### src/rtl/wb_port_arb.sv
// Single register-file write port shared by the in-order commit path (A) and the MDU (B).
// Optional perf counters are enabled with the YSYX_23060251_WB_ARB_PERF_EN macro.
module wb_port_arb #(
    parameter int XLEN       = 32,
    parameter int RS_W       = 5,
    parameter int STARVE_LIM = 4
) (
    input  logic            clk,
    input  logic            rst_n,
    input  logic            wb_en_i,
    input  logic            a_valid_i,
    input  logic            a_wen_i,
    input  logic [RS_W-1:0] a_rd_i,
    input  logic [XLEN-1:0] a_data_i,
    output logic            a_ready_o,
    input  logic            b_valid_i,
    input  logic [RS_W-1:0] b_rd_i,
    input  logic [XLEN-1:0] b_data_i,
    output logic            b_ready_o,
    output logic            w_wen_o,
    output logic [RS_W-1:0] w_rd_o,
    output logic [XLEN-1:0] w_data_o,
    output logic            w_src_o
`ifdef YSYX_23060251_WB_ARB_PERF_EN
    ,
    output logic [31:0]     perf_conflict_o,
    output logic [31:0]     perf_b_wait_o
`endif
);

    localparam logic [3:0] LIM = 4'(STARVE_LIM);

    // Valid/ready: a transfer happens on valid && ready; requesters hold valid/rd/data
    // stable until then. Ready depends only on valid, wb_en_i, rst_n and starve_cnt_q.
    logic            b_wins;
    logic            grant_a;
    logic            grant_b;

    logic [3:0]      starve_cnt_q, starve_cnt_d;
    logic            w_wen_q, w_wen_d;
    logic [RS_W-1:0] w_rd_q, w_rd_d;
    logic [XLEN-1:0] w_data_q, w_data_d;
    logic            w_src_q, w_src_d;

    always_comb begin
        b_wins  = (starve_cnt_q >= LIM);
        grant_a = rst_n && wb_en_i && a_valid_i && !(b_valid_i && b_wins);
        grant_b = rst_n && wb_en_i && b_valid_i && (!a_valid_i || b_wins);
    end

    assign a_ready_o = grant_a;
    assign b_ready_o = grant_b;

    always_comb begin
        w_wen_d  = 1'b0;
        w_rd_d   = w_rd_q;
        w_data_d = w_data_q;
        w_src_d  = w_src_q;
        if (grant_a) begin
            // A non-writing commit still occupies the slot so tracing sees commit order.
            w_wen_d  = a_wen_i && (a_rd_i != '0);
            w_rd_d   = a_rd_i;
            w_data_d = a_data_i;
            w_src_d  = 1'b0;
        end else if (grant_b) begin
            w_wen_d  = (b_rd_i != '0);
            w_rd_d   = b_rd_i;
            w_data_d = b_data_i;
            w_src_d  = 1'b1;
        end
    end

    always_comb begin
        starve_cnt_d = starve_cnt_q;
        if (grant_b) begin
            starve_cnt_d = 4'd0;
        end else if (b_valid_i && (starve_cnt_q != 4'hF)) begin
            starve_cnt_d = starve_cnt_q + 4'd1;
        end
    end

    always_ff @(posedge clk or negedge rst_n) begin
        if (!rst_n) begin
            starve_cnt_q <= 4'd0;
            w_wen_q      <= 1'b0;
            w_rd_q       <= '0;
            w_data_q     <= '0;
            w_src_q      <= 1'b0;
        end else begin
            starve_cnt_q <= starve_cnt_d;
            w_wen_q      <= w_wen_d;
            w_rd_q       <= w_rd_d;
            w_data_q     <= w_data_d;
            w_src_q      <= w_src_d;
        end
    end

    assign w_wen_o  = w_wen_q;
    assign w_rd_o   = w_rd_q;
    assign w_data_o = w_data_q;
    assign w_src_o  = w_src_q;

`ifdef YSYX_23060251_WB_ARB_PERF_EN
    logic [31:0] perf_conflict_q, perf_conflict_d;
    logic [31:0] perf_b_wait_q, perf_b_wait_d;

    always_comb begin
        perf_conflict_d = perf_conflict_q + 32'(a_valid_i && b_valid_i && wb_en_i);
        perf_b_wait_d   = perf_b_wait_q + 32'(b_valid_i && !grant_b);
    end

    always_ff @(posedge clk or negedge rst_n) begin
        if (!rst_n) begin
            perf_conflict_q <= 32'd0;
            perf_b_wait_q   <= 32'd0;
        end else begin
            perf_conflict_q <= perf_conflict_d;
            perf_b_wait_q   <= perf_b_wait_d;
        end
    end

    assign perf_conflict_o = perf_conflict_q;
    assign perf_b_wait_o   = perf_b_wait_q;
`endif

endmodule

### config.mk
export PLATFORM = sky130hd
export DESIGN_NAME = wb_port_arb
export DESIGN_NICKNAME = d
export VERILOG_FILES = /design/src/rtl/wb_port_arb.sv
export SDC_FILE = /design/constraint.sdc
export NUM_CORES = 1
export LEC_CHECK = 0
export ABC_AREA = 1
export BUFFER_PORTS_ARGS = -buffer_cell sky130_fd_sc_hd__buf_2
export CAP_MARGIN = 20
export CORE_ASPECT_RATIO = 1.4
export CORE_MARGIN = 8
export CORE_UTILIZATION = 45
export DETAILED_ROUTE_END_ITERATION = 10
export GPL_ROUTABILITY_DRIVEN = 0
export GPL_TIMING_DRIVEN = 0
export PLACE_DENSITY = 0.92
export SLEW_MARGIN = 20
export SYNTH_ARGS = -nofsm -noshare
export SYNTH_HDL_FRONTEND = slang
export SYNTH_SLANG_ARGS = --single-unit
### constraint.sdc
create_clock -name clk -period 1.62 [get_ports clk]
set_clock_uncertainty 0.05 [all_clocks]
set_input_delay 0.243 -clock clk [delete_from_list [all_inputs] [get_ports clk]]
set_output_delay 0.243 -clock clk [all_outputs]
set_load 0.01 [all_outputs]
==> impl_results.md <==
* Status: finished, violations left
* Violated checks: negative hold slack, negative setup slack
* End of the critical path: a_ready_o
* Area share of and/or/nand/nor cells after synthesis at 0.440
* Max-cap violations at 0
* DRC viols at 0
* Synthesized cell area at 2310 µm²
* Core ar. at 5040 µm²
* Final Cell Area at 3320 µm²
* RSZ-0062 raised after global routing: true
* # rows at 31
* Xor-xnor portion of the synthesized cell area at 0
* Crit Path Max Fanout at 2
* Post-Synthesis Cells at 331
* Global Route met1 Usage at 0.211
* Layout Cells excl Fill at 539
* Worst-Skew Late Latency at 0.29 ns
* Final Hold Viols at 43
* Total number of vias at 2,626
* Number of port buffers at 120
* YS warnings at 0
* Reg-to-reg startpoint: starve_cnt_q[3]$_DFFE_PN0P_
* Total Power at 4.44 mW
* 1st-pass router iterations at 4
* Num Clock Sinks at 43
* Synthesized area per cell at 6.97 µm²
* WP data arrival at 1.36 ns
* Critical Path Start Type: flip-flop
* Setup WS post-layout at -0.0334 ns
* Diodes inserted at 0
* Routed WL per cell at 14.2 µm
* Max Clock Freq at 605 MHz
* Sw Ratio at 0.356
* Worst Setup Path Type: reg2out
* Dpl cells at 517
* Vias per inst at 4.87
* Reg2Reg Setup Slack at 0.03 ns
* Slew @ Worst Pin at 0.379 ns
* Worst R2R End: w_data_o[30]$_DFFE_PN0P_
* Total wire length at 7.64 mm
* CTS tree: done
* Sequential area share after synthesis at 0.467
* Cts bufs inserted at 5
* Largest family of logic cells by synthesized area: simple AND/OR/NAND/NOR gates
* I/O pin cnt at 121
* Critical path launch point: starve_cnt_q[3]$_DFFE_PN0P_
* Largest net degree at the start of global routing at 45
* Hold crit path type: in2async
* P_leak at 2.04 nW
* Max Slew Vio Count at 0
* Clock tree buffer depth at 2
* Power share of the combinational group at 0.396
* Peak VDD IR at 0.748 mV
* Internal power at 2.86 mW
* GR Util met2 at 0.352
* Reg2Reg Depth at 9
* Fin crit share at 1.02
* Chip Width at 76.5 µm
* Initial antenna violation count at 0
* Unique masters post-synth at 17
* Core Util, Final at 0.658
* Root Buffer Master: clkbuf_8
* DRT iter0 DRCs at 114
* Met3 GRT Util at 0.0661
* Placement Cell Area at 2990 µm²
* Synthesized Nets at 412
* Pwr Density at 1340 nW/µm²
* Req. time, crit path at 1.33 ns
* Vias in the first global route at 2,726
* Antenna Nets Post-Route at 0
* Dpl hpwl at 5.69 mm
* Sequential share of power at 0.380
* Mux share of post-synthesis cell area at 0
* Total negative slack at -0.0590 ns
* Slew margin rel. at 0.744
* # H-tree levels at 2
* Clock power share at 0.224
* Hold Slack at -0.267 ns
* Switching power at 1.58 mW
* GRT busiest layer: met2
* Total global routing overflow at 0
* Pre-CTS setup slack at -0.738 ns
* CP Capture Type: primary output
* Register bit count reported by yosys at 43
* Compound-cell area share of the yosys netlist at 0.0109
* Global-route wire length before repair at 12.7 mm
* Starting Density at 0.457
* Total GRT Usage at 0.198
* Tmin final at 1.65 ns
* # setup viols final at 2
* Adder-cell share of the synthesized area at 0.00543
* Die height at 101 µm
* Layout cells sized above 1 at 0.357
* NumNets Final at 553
* Clock Pin Slew Worst Setup and Hold Paths at 0.09 ns
* Layout area overhead at 43.9%
* Die Area at 7700 µm²
[timing repair]
action / in CTS / in global routing
pin swaps: 2 / 3
setup buffers: 10 / 6
endpoints found under the hold margin: 43 / 43
endpoints found under the setup margin: 41 / 33
gates resized for setup: 12 / 17
[cell usage in the layout (no fill, tap or decap), drive strengths merged]
| cell | n |
|---|---|
| nand2 | 198 |
| buf | 153 |
| dfrtp | 43 |
| nand3 | 39 |
| nor2 | 13 |
| inv | 9 |
| clkbuf | 6 |
| o21ai | 3 |
| nor3 | 2 |
| a21oi | 2 |
| bufinv | 2 |
| nand4 | 1 |
| nand3b | 1 |
| ha | 1 |
[state kept, by name, summed over array words and instances (netlist names)]
name          count
w_rd_o            5
w_wen_o           1
w_data_o         32
starve_cnt_q      4
w_src_o           1
[power by group through the flow]
| stage | logic, mW | clock network [mW] | registers, mW |
|---|---|---|---|
| 2_1_floorplan | 0.693 | 0 | 1.89 |
| 3_3_place_gp | 1.55 | 0 | 1.70 |
| 3_5_place_dp | 1.59 | 0 | 1.71 |
| 4_1_cts | 1.72 | 1.02 | 1.68 |
| 5_1_grt | 1.96 | 1.06 | 1.74 |
| 6_report | 1.76 | 0.995 | 1.69 |
[routing by layer]
layer | routed length [µm] | part of all wire
met5 | 0 | 0
met4 | 221 | 0.029
met3 | 546 | 0.071
met2 | 3910 | 0.51
met1 | 2960 | 0.39
[cell families (layout without fill, tap and decap cells)]
family | Yosys count | count (layout)
and+or+nand+nor | 254 | 254
DFF | 43 | 43
buffers and inverters | 28 | 170
AOI/OAI and AO/OA | 5 | 5
adders and majority gates | 1 | 1
[worst min path at each step]
stage	slack, ns	to
2_1_floorplan	-0.10	starve_cnt_q[0]$_DFFE_PN0P_
3_3_place_gp	0.39	starve_cnt_q[3]$_DFFE_PN0P_
3_5_place_dp	0.41	w_data_o[4]$_DFFE_PN0P_
4_1_cts	-0.22	starve_cnt_q[2]$_DFFE_PN0P_
5_1_grt	-0.26	w_data_o[12]$_DFFE_PN0P_
6_report	-0.27	w_data_o[12]$_DFFE_PN0P_
[synthesized netlist by cell type (all sizes together)]
master	number	area (µm²)
nand2	198	746
a21oi	2	10.0
nor2	13	48.8
buf	19	145
ha	1	12.5
o21ai	3	15.0
inv	9	33.8
nand3	39	195
dfrtp	43	1080
nor3	2	10.0
nand3b	1	7.51
nand4	1	6.26
[critical path, cell delays in order (launching register included)]
cell and delay (ns):
dfrtp_1 0.41, o21ai_2 0.19, nand2_2 0.09, buf_6 0.13, buf_8 0.11, inv_4 0.05, buf_6 0.09
[layout make-up]
cell class              instances  area [µm²]
well taps                      66        82.6
multi-input cells             260        1060
flip-flops and latches         43        1080
fillers                       451        1720
repair buffers                135         737
plain buffers                  18         189
clock buffers                   6        72.6
inverters                       9        38.8
clock inverters                 2        60.1
(Power assumes the default switching activity.)
